--- config.mk ---
export PLATFORM = sky130hd
export DESIGN_NAME = mc_control
export DESIGN_NICKNAME = d
export VERILOG_FILES = /design/src/rtl/mc_control_pkg.sv /design/src/rtl/mc_opdecode.sv /design/src/rtl/mc_control.sv
export SDC_FILE = /design/constraint.sdc
export NUM_CORES = 1
export LEC_CHECK = 0
export BUFFER_PORTS_ARGS = -buffer_cell sky130_fd_sc_hd__buf_2
export CAP_MARGIN = 20
export CORE_ASPECT_RATIO = 0.75
export CORE_MARGIN = 2
export CORE_UTILIZATION = 40
export CTS_CLUSTER_SIZE = 28
export DETAILED_ROUTE_END_ITERATION = 16
export HOLD_SLACK_MARGIN = 0.08
export PLACE_DENSITY_LB_ADDON = 0.3
export SYNTH_ARGS = -nofsm -noshare
export SYNTH_HDL_FRONTEND = slang
export SYNTH_SLANG_ARGS = --single-unit
export TNS_END_PERCENT = 100
--- constraint.sdc ---
create_clock -name clk -period 2.7 [get_ports clk]
set_input_delay 0.135 -clock clk [delete_from_list [all_inputs] [get_ports clk]]
set_output_delay 0.135 -clock clk [all_outputs]
set_load 0.005 [all_outputs]
--- src/rtl/mc_control_pkg.sv ---
// Shared definitions for the multicycle control unit: opcodes, FSM state
// encodings, ALU operation codes, next-PC select codes and instruction classes.
package mc_defs;

  // Opcodes (IR[31:26])
  localparam logic [5:0] OP_NOP  = 6'b000000;
  localparam logic [5:0] OP_J    = 6'b000001;
  localparam logic [5:0] OP_MOV  = 6'b010000;
  localparam logic [5:0] OP_ADD  = 6'b010010;
  localparam logic [5:0] OP_SUB  = 6'b010011;
  localparam logic [5:0] OP_OR   = 6'b010100;
  localparam logic [5:0] OP_AND  = 6'b010101;
  localparam logic [5:0] OP_SLT  = 6'b010111;
  localparam logic [5:0] OP_BNE  = 6'b100001;
  localparam logic [5:0] OP_ADDI = 6'b110010;
  localparam logic [5:0] OP_SUBI = 6'b110011;
  localparam logic [5:0] OP_ORI  = 6'b110100;
  localparam logic [5:0] OP_ANDI = 6'b110101;
  localparam logic [5:0] OP_SLTI = 6'b110111;
  localparam logic [5:0] OP_LI   = 6'b111001;
  localparam logic [5:0] OP_LWI  = 6'b111011;
  localparam logic [5:0] OP_SWI  = 6'b111100;

  // FSM states; the encoding is visible on the debug state port
  typedef enum logic [3:0] {
    S_FETCH   = 4'd0,
    S_DECODE  = 4'd1,
    S_EXEC_R  = 4'd2,
    S_EXEC_I  = 4'd3,
    S_EXEC_LS = 4'd4,
    S_MEM_RD  = 4'd5,
    S_MEM_WR  = 4'd6,
    S_WB      = 4'd7,
    S_BRANCH  = 4'd8,
    S_JUMP    = 4'd9
  } state_t;

  // ALU operation codes
  localparam logic [2:0] ALU_ADD    = 3'd0;
  localparam logic [2:0] ALU_SUB    = 3'd1;
  localparam logic [2:0] ALU_OR     = 3'd2;
  localparam logic [2:0] ALU_AND    = 3'd3;
  localparam logic [2:0] ALU_SLT    = 3'd4;
  localparam logic [2:0] ALU_PASS_A = 3'd5;
  localparam logic [2:0] ALU_PASS_B = 3'd6;

  // Next-PC select codes
  localparam logic [1:0] PC_INC = 2'd0;  // PC + 1
  localparam logic [1:0] PC_REL = 2'd1;  // incremented PC + sext(imm)
  localparam logic [1:0] PC_ABS = 2'd2;  // imm as absolute target

  // Instruction classes, chosen so each class has one path through the FSM
  typedef enum logic [2:0] {
    CL_NOP = 3'd0,
    CL_R   = 3'd1,
    CL_I   = 3'd2,
    CL_LW  = 3'd3,
    CL_SW  = 3'd4,
    CL_BNE = 3'd5,
    CL_J   = 3'd6,
    CL_ILL = 3'd7
  } iclass_t;

endpackage

--- src/rtl/mc_opdecode.sv ---
// Combinational opcode decoder: instruction class, ALU operation, immediate
// extension and illegal indication. No state, zero latency.
module mc_opdecode
  import mc_defs::*;
(
  input  logic [5:0] opcode_i,
  output iclass_t    cls_o,
  output logic [2:0] alu_op_o,
  output logic       imm_zext_o,
  output logic       illegal_o
);

  // Table lookup of the opcode; anything not listed is illegal
  always_comb begin
    cls_o      = CL_ILL;
    alu_op_o   = ALU_ADD;
    imm_zext_o = 1'b0;
    case (opcode_i)
      OP_NOP:  cls_o = CL_NOP;
      OP_J:    cls_o = CL_J;
      OP_BNE:  begin cls_o = CL_BNE; alu_op_o = ALU_SUB; end
      OP_MOV:  begin cls_o = CL_R;   alu_op_o = ALU_PASS_A; end
      OP_ADD:  begin cls_o = CL_R;   alu_op_o = ALU_ADD; end
      OP_SUB:  begin cls_o = CL_R;   alu_op_o = ALU_SUB; end
      OP_OR:   begin cls_o = CL_R;   alu_op_o = ALU_OR; end
      OP_AND:  begin cls_o = CL_R;   alu_op_o = ALU_AND; end
      OP_SLT:  begin cls_o = CL_R;   alu_op_o = ALU_SLT; end
      OP_ADDI: begin cls_o = CL_I;   alu_op_o = ALU_ADD; end
      OP_SUBI: begin cls_o = CL_I;   alu_op_o = ALU_SUB; end
      OP_ORI:  begin cls_o = CL_I;   alu_op_o = ALU_OR;  imm_zext_o = 1'b1; end
      OP_ANDI: begin cls_o = CL_I;   alu_op_o = ALU_AND; imm_zext_o = 1'b1; end
      OP_SLTI: begin cls_o = CL_I;   alu_op_o = ALU_SLT; end
      OP_LI:   begin cls_o = CL_I;   alu_op_o = ALU_PASS_B; end
      // Loads/stores use the zero-extended immediate as the address
      OP_LWI:  begin cls_o = CL_LW;  alu_op_o = ALU_PASS_B; imm_zext_o = 1'b1; end
      OP_SWI:  begin cls_o = CL_SW;  alu_op_o = ALU_PASS_B; imm_zext_o = 1'b1; end
      default: cls_o = CL_ILL;
    endcase
  end

  assign illegal_o = (cls_o == CL_ILL);

endmodule

--- src/rtl/mc_control.sv ---
// Multicycle Moore control FSM with retired-instruction counter and sticky
// illegal flag. Outputs decode from state and opcode in the same cycle; no
// backpressure. rst (async, active-high) forces FETCH and masks all strobes.
module mc_control
  import mc_defs::*;
#(
  parameter int PC_W = 16
) (
  input  logic            clk,
  input  logic            rst,
  input  logic [5:0]      opcode,
  input  logic            zero,
  output logic            ir_write,
  output logic            pc_write,
  output logic [1:0]      pc_src,
  output logic            alu_src_b,
  output logic            imm_zext,
  output logic            rb_sel,
  output logic [2:0]      alu_op,
  output logic            reg_write,
  output logic            mem_to_reg,
  output logic            mem_read,
  output logic            mem_write,
  output logic [3:0]      state,
  output logic [PC_W-1:0] instr_count,
  output logic            illegal
);

  state_t          state_q, state_d;
  logic [PC_W-1:0] count_q, count_d;
  logic            illegal_q, illegal_d;

  iclass_t         dec_cls;
  logic [2:0]      dec_alu_op;
  logic            dec_zext;
  logic            dec_illegal;

  mc_opdecode u_opdecode (
    .opcode_i   (opcode),
    .cls_o      (dec_cls),
    .alu_op_o   (dec_alu_op),
    .imm_zext_o (dec_zext),
    .illegal_o  (dec_illegal)
  );

  // State register
  always_ff @(posedge clk or posedge rst) begin
    if (rst) begin
      state_q <= S_FETCH;
    end else begin
      state_q <= state_d;
    end
  end

  // Next-state: DECODE dispatches on class, every terminal step returns to FETCH
  always_comb begin
    state_d = S_FETCH;
    case (state_q)
      S_FETCH:  state_d = S_DECODE;
      S_DECODE: begin
        case (dec_cls)
          CL_R:    state_d = S_EXEC_R;
          CL_I:    state_d = S_EXEC_I;
          CL_LW:   state_d = S_EXEC_LS;
          CL_SW:   state_d = S_EXEC_LS;
          CL_BNE:  state_d = S_BRANCH;
          CL_J:    state_d = S_JUMP;
          default: state_d = S_FETCH;  // NOP and illegal retire immediately
        endcase
      end
      S_EXEC_R:  state_d = S_WB;
      S_EXEC_I:  state_d = S_WB;
      S_EXEC_LS: state_d = (dec_cls == CL_LW) ? S_MEM_RD : S_MEM_WR;
      S_MEM_RD:  state_d = S_WB;
      default:   state_d = S_FETCH;    // MEM_WR, WB, BRANCH, JUMP
    endcase
  end

  // Retire counter and sticky illegal flag next-state
  always_comb begin
    count_d   = count_q;
    illegal_d = illegal_q;
    // Entering FETCH from any other state marks one retired instruction
    if (state_q != S_FETCH && state_d == S_FETCH) begin
      count_d = count_q + PC_W'(1);
    end
    if (state_q == S_DECODE && dec_illegal) begin
      illegal_d = 1'b1;
    end
  end

  // Counter and flag registers
  always_ff @(posedge clk or posedge rst) begin
    if (rst) begin
      count_q   <= '0;
      illegal_q <= 1'b0;
    end else begin
      count_q   <= count_d;
      illegal_q <= illegal_d;
    end
  end

  // Moore output decode; strobes are masked combinationally while rst is high
  // so that FETCH's strobes do not fire during reset
  always_comb begin
    ir_write   = 1'b0;
    pc_write   = 1'b0;
    pc_src     = PC_INC;
    alu_src_b  = 1'b0;
    imm_zext   = 1'b0;
    rb_sel     = 1'b0;
    alu_op     = ALU_ADD;
    reg_write  = 1'b0;
    mem_to_reg = 1'b0;
    mem_read   = 1'b0;
    mem_write  = 1'b0;
    if (!rst) begin
      case (state_q)
        S_FETCH: begin
          ir_write = 1'b1;
          pc_write = 1'b1;
          pc_src   = PC_INC;
        end
        S_EXEC_R: begin
          alu_op = dec_alu_op;
        end
        S_EXEC_I: begin
          alu_src_b = 1'b1;
          imm_zext  = dec_zext;
          alu_op    = dec_alu_op;
        end
        S_EXEC_LS: begin
          alu_src_b = 1'b1;
          imm_zext  = 1'b1;
          alu_op    = ALU_PASS_B;
        end
        S_MEM_RD: begin
          mem_read = 1'b1;
        end
        S_MEM_WR: begin
          mem_write = 1'b1;
          rb_sel    = 1'b1;  // store data register is IR[25:21]
        end
        S_WB: begin
          reg_write  = 1'b1;
          mem_to_reg = (dec_cls == CL_LW);
        end
        S_BRANCH: begin
          alu_op   = ALU_SUB;
          rb_sel   = 1'b1;
          pc_src   = PC_REL;
          pc_write = ~zero;
        end
        S_JUMP: begin
          pc_src   = PC_ABS;
          pc_write = 1'b1;
        end
        default: begin
        end
      endcase
    end
  end

  assign state       = state_q;
  assign instr_count = count_q;
  assign illegal     = illegal_q;

endmodule

==> results.sh, run 1 <==
export IMPL_ys_flop_type="dfrtp_1"
export IMPL_drive_above_1_share=0.276
export IMPL_hold_buffers=0
export IMPL_post_cts_buffers=0
export IMPL_rsz0062_at_grt="no"
export IMPL_synth_nets=206
export IMPL_setup_viol=0
export IMPL_start_util=0.426
export IMPL_fin_cells=284
export IMPL_placed_cell_area_um2=1830
export IMPL_power_switching_w=0.000566
export IMPL_required_ns=2.89
export IMPL_yosys_warnings=0
export IMPL_cts_htree_levels=1
export IMPL_synth_edf_count=0
export IMPL_end_kind="flop"
export IMPL_final_cell_mix="buf_2, nor2_1, dfrtp_1"
export IMPL_placed_cells=280
export IMPL_viasPerCell=5.33
export IMPL_drtAntennaViolNets=0
export IMPL_cts_resized=0
export IMPL_cts_root_buf="clkbuf_8"
export IMPL_cp_start_kind="flop"
export IMPL_ys_async_sr_fraction=1.00
export IMPL_cap_viol_max_count=0
export IMPL_slew_violations=0
export IMPL_final_seq_area_um2=526
export IMPL_cts_tree="built"
export IMPL_yosysUniqueCellTypes=51
export IMPL_synth_mux_area_frac=0.0133
export IMPL_synth_area_leader_cell="dfrtp_1"
export IMPL_p_int_w=0.000752
export IMPL_die_w_um=77.1
export IMPL_rows=19
export IMPL_drt_iter0_markers=86
export IMPL_grt_pass1_wl_um=6280
export IMPL_synth_simple_area_share=0.330
export IMPL_seq_area_frac_synth=0.328
export IMPL_synthToLayoutAreaGrowth_pct=16.8
export IMPL_synth_xor_area_share=0.0875
export IMPL_syn_area_um2=1600
export IMPL_die_h_um=58.8
export IMPL_setup_tns_ns=0
export IMPL_drc=0
export IMPL_cp_startpoint="state[2]"
export IMPL_path_clk_slew_ns=0.08
export IMPL_clock_sinks=21
export IMPL_period_needed_ns=2.38
export IMPL_synthCells=196
export IMPL_grt_total_usage=0.170
export IMPL_synth_compound_area_frac=0.156
export IMPL_grt_max_degree=22
export IMPL_ir_drop_uv=366
export IMPL_switching_share=0.429
export IMPL_r2r_start="state[2]"
export IMPL_firstDrtPassIters=4
export IMPL_fin_nets=243
export IMPL_synth_seq_cells=21
export IMPL_stdcell_area_um2=1870
export IMPL_globalplace_congestion=0.838
export IMPL_r2r_slack_ns=0.32
export IMPL_synth_top_family_by_area="simple AND/OR/NAND/NOR gates"
export IMPL_seqPwrFrac=0.398
export IMPL_wire_per_inst_um=13.3
export IMPL_fill_cells=393
export IMPL_antennaDiodeCount=0
export IMPL_synth_adder_area_share=0.00781
export IMPL_period_share=0.882
export IMPL_clock_latency_ns=0.26
export IMPL_finalHoldViolations=0
export IMPL_syn_avg_cell_area_um2=8.17
export IMPL_slew_headroom=0.468
export IMPL_die_area_um2=4530
export IMPL_dp_hpwl_um=2690
export IMPL_clock_power_share=0.152
export IMPL_synthTopCellsByArea="dfrtp_1, xor2_1, nor2_1, o21ai_0, nand2_1"
export IMPL_fin_worst_skew_ns=0.00976
export IMPL_fmax_ghz=0.420
export IMPL_final_common_cell="buf_2"
export IMPL_io_buffers=43
export IMPL_powerDensity_nw_per_um2=705
export IMPL_synth_top_cell_area_share=0.328
export IMPL_p_leak_nw=0.898
export IMPL_path_class="reg2reg"
export IMPL_cp_max_fo=16
export IMPL_cts_buffers=3
export IMPL_combPwrFrac=0.450
export IMPL_hp_class="in2async"
export IMPL_multiInputGateArea_um2=952
export IMPL_tightestPinTransition_ns=0.796
export IMPL_coreArea_um2=3760
export IMPL_totalWireLength_um=3780
export IMPL_clockBufferDepth=2
export IMPL_antenna_found_initial=0
export IMPL_grt_overflow=0
export IMPL_vias=1514
export IMPL_ioPinCount=44
export IMPL_status="completed"
export IMPL_grt_pass1_vias=1267
export IMPL_crit_arrival_ns=2.57
power by group through the flow:
stage          sequential (W)  combinational [W]  clock, W
6_report             0.000525           0.000593  0.000200
5_1_grt              0.000545           0.000668  0.000223
4_1_cts              0.000525           0.000597  0.000209
3_5_place_dp         0.000531           0.000592         0
3_3_place_gp         0.000524           0.000590         0
2_1_floorplan        0.000481           0.000496         0
metrics by stage:
stage | hold slack, ns | worst slack, ns | power, W | util
after global placement | 0.387 | 0.417 | 0.00111 | 0.486
after global routing | 0.149 | 0.142 | 0.00144 | 0.498
after floorplan | 0.112 | 0.743 | 0.000977 | -
after CTS | 0.107 | 0.320 | 0.00133 | 0.498
after detailed placement | 0.385 | 0.360 | 0.00112 | 0.486
final | 0.0760 | 0.320 | 0.00132 | 0.498
kinds of logic (layout without fill, tap and decap cells):
group           Yosys count  in the layout
simple gates             92             92
compound gates           39             39
buf+inv                  25             61
flops                    21             21
xor+xnor                 16             16
mux                       2              2
fa+ha+maj                 1              1
worst max-delay path, stage by stage (launching register included):
cell and delay (ns):
dfrtp_1 0.54, nor3b_2 0.28, o21ai_0 0.12, nor2b_1 0.14, or3_1 0.67, nor4_2 0.40
xor2_1 0.17
synth_stat cells (all sizes together), types with 4 or more instances:
master	n
nor4	6
nor3	10
nor2b	4
buf	7
nor2	21
nand4	5
and3	5
clkbuf	8
nand3	9
o21ai	13
a21oi	8
xnor2	5
nand2	15
xor2	11
nand2b	4
dfrtp	21
inv	10
layer usage:
metal  vias to the layer above  global-route usage  part of all wire
met5                         -                   0                 0
met4                         0              0.0230            0.0040
met2                        56               0.241              0.40
met1                       685               0.269              0.52
met3                         2              0.0383             0.076
li1                        771                   -                 -
path summary, 6_finish.rpt:
| kind | to | depth (start not counted) |
|---|---|---|
| worst max-delay path | instr_count[8] | 6 |
| worst min-delay path | state[2] | 2 |
| worst max register to register | instr_count[8] | 6 |
| worst min register to register | instr_count[15] | 1 |
| max in group asynchronous | instr_count[2] | 2 |
| min in group clk | state[2] | 3 |
registers in the layout (all words and copies together) (netlist names):
name	count
instr_count	16
state	4
illegal	1
area by class of cell:
class,instances,share of cell area
Clock buffer,4,0.0241
Inverter,10,0.0201
Multi-Input combinational cell,150,0.509
Sequential cell,21,0.281
Tap cell,52,0.0348
Timing Repair Buffer,47,0.131
Power figures use the tool's default switching activity.
==> run 2, diff against run 1 <==
--- a/config.mk
+++ b/config.mk
@@ -13,7 +13,7 @@
 export CTS_CLUSTER_SIZE = 28
 export DETAILED_ROUTE_END_ITERATION = 16
 export HOLD_SLACK_MARGIN = 0.08
-export PLACE_DENSITY_LB_ADDON = 0.3
+export PLACE_DENSITY = 0.72
 export SYNTH_ARGS = -nofsm -noshare
 export SYNTH_HDL_FRONTEND = slang
 export SYNTH_SLANG_ARGS = --single-unit
==> run 2 against run 1 <==
  * Critical path depth rose by 1
  * Cell count did not move
  * Sequential share of layout area barely moved
  * Critical path type unchanged
==> results.sh, run 2 (synthesis gave the netlist of run 1 again) <==
export IMPL_crit_arrival_ns=2.59
export IMPL_clock_latency_ns=0.26
export IMPL_path_clk_slew_ns=0.08
export IMPL_cts_resized=0
export IMPL_grt_max_degree=22
export IMPL_die_w_um=77.1
export IMPL_clockBufferDepth=2
export IMPL_r2r_cells=7
export IMPL_post_cts_buffers=0
export IMPL_finalHoldViolations=0
export IMPL_wire_per_inst_um=13.0
export IMPL_rsz0062_at_grt="no"
export IMPL_viasPerCell=5.34
export IMPL_clock_sinks=21
export IMPL_powerDensity_nw_per_um2=718
export IMPL_drive_above_1_share=0.280
export IMPL_placed_cell_area_um2=1830
export IMPL_max_stage_delay_ns=0.54
export IMPL_coreArea_um2=3760
export IMPL_multiInputGateArea_um2=952
export IMPL_fin_nets=243
export IMPL_stdcell_area_um2=1870
export IMPL_end_kind="flop"
export IMPL_status="completed"
export IMPL_fill_cells=366
export IMPL_die_h_um=58.8
export IMPL_cp_max_fo=10
export IMPL_ioPinCount=44
export IMPL_r2r_start="state[0]"
export IMPL_grt_overflow=0
export IMPL_final_seq_area_um2=526
export IMPL_cp_buffers_inverters=1
export IMPL_grt_pass1_wl_um=6040
export IMPL_grt_pass1_vias=1334
export IMPL_die_area_um2=4530
export IMPL_reg2reg_to="instr_count[15]"
export IMPL_hp_class="in2async"
export IMPL_tightestPinTransition_ns=0.797
export IMPL_crit_chain="nor3b_2 > o21ai_0 > nor2b_1 > or3_1 > buf_4 > nor4_2 > xor2_1"
export IMPL_antennaDiodeCount=0
export IMPL_r2r_slack_ns=0.30
export IMPL_required_ns=2.89
export IMPL_dp_hpwl_um=2720
export IMPL_slew_headroom=0.468
export IMPL_fmax_ghz=0.417
export IMPL_largest_reg_flops=16
export IMPL_vias=1516
export IMPL_fin_worst_skew_ns=0.00567
export IMPL_drt_iter0_markers=75
export IMPL_slew_violations=0
export IMPL_setup_viol=0
export IMPL_cts_tree="built"
export IMPL_cts_buffers=3
export IMPL_cts_root_buf="clkbuf_8"
export IMPL_globalplace_congestion=0.867
export IMPL_start_util=0.426
export IMPL_period_share=0.887
export IMPL_hold_buffers=0
export IMPL_ir_drop_uv=339
export IMPL_path_class="reg2reg"
export IMPL_rows=19
export IMPL_finalWorstSetupSlack_ns=0.305
export IMPL_critPathSlowestCell="dfrtp_1"
export IMPL_drc=0
export IMPL_firstDrtPassIters=4
export IMPL_totalWireLength_um=3680
export IMPL_final_common_cell="buf_2"
export IMPL_antenna_found_initial=0
export IMPL_power_w=0.00134
export IMPL_cts_htree_levels=1
export IMPL_drtAntennaViolNets=0
export IMPL_critPathTopFamily="simple AND/OR/NAND/NOR gates"
export IMPL_period_needed_ns=2.40
export IMPL_cp_start_kind="flop"
export IMPL_cap_viol_max_count=0
export IMPL_io_buffers=43
export IMPL_p_leak_nw=0.901
export IMPL_setup_tns_ns=0
export IMPL_synthToLayoutAreaGrowth_pct=16.9
export IMPL_grt_total_usage=0.165
export IMPL_post_place_ws_ns=0.305
export IMPL_final_cell_mix="buf_2, nor2_1, dfrtp_1"
run 2: cell types whose count changed in the layout (fill, tap and decap cells not counted), sizes merged:
cell and delta:
clkbuf -1, clkinv +1
run 2: worst max-delay path by stage:
stage          startpoint              end  slack, ns  depth (start not counted)
2_1_floorplan    state[0]   instr_count[1]       0.74                          8
3_3_place_gp     state[1]  instr_count[15]       0.45                          7
3_5_place_dp     state[2]  instr_count[15]       0.30                          7
4_1_cts          state[2]  instr_count[15]       0.29                          7
5_1_grt          state[0]  instr_count[15]       0.12                          7
6_report         state[0]  instr_count[15]       0.30                          7
run 2: worst reg2reg max path, stage by stage, from the launching register on:
cell and delay [ns]:
dfrtp_1 0.54, nor3b_2 0.29, o21ai_0 0.10, nor2b_1 0.13, or3_1 0.51, buf_4 0.25
nor4_2 0.33, xor2_1 0.17
run 2: cell type report:
type | count | share of cell area
Clock buffer | 3 | 0.0221
Clock inverter | 1 | 0.00267
Inverter | 10 | 0.0201
Multi-Input combinational cell | 150 | 0.509
Sequential cell | 21 | 0.281
Tap cell | 52 | 0.0348
Timing Repair Buffer | 47 | 0.131
run 2: power by group:
group | leakage [nW] | internal (W) | switching, W
combinational | 0.618 | 0.000268 | 0.000337
clock | 0.0255 | 0.000103 | 0.000102
sequential | 0.257 | 0.000391 | 0.000143
run 2: stage by stage:
stage | hold WS, ns | instances | utilization
2_1_floorplan | 0.112 | 196 | -
3_3_place_gp | 0.378 | 280 | 0.486
3_5_place_dp | 0.388 | 280 | 0.486
4_1_cts | 0.106 | 284 | 0.498
5_1_grt | 0.152 | 284 | 0.498
6_report | 0.0817 | 284 | 0.498
run 2: layer usage:
| layer | part of all wire | global-route usage | routed length [um] | vias to the layer above |
|---|---|---|---|---|
| li1 | - | - | - | 769 |
| met3 | 0.060 | 0.0368 | 219 | 2 |
| met5 | 0 | 0 | 0 | - |
| met4 | 0.0063 | 0.0306 | 23 | 0 |
| met1 | 0.51 | 0.243 | 1890 | 696 |
| met2 | 0.42 | 0.252 | 1550 | 49 |
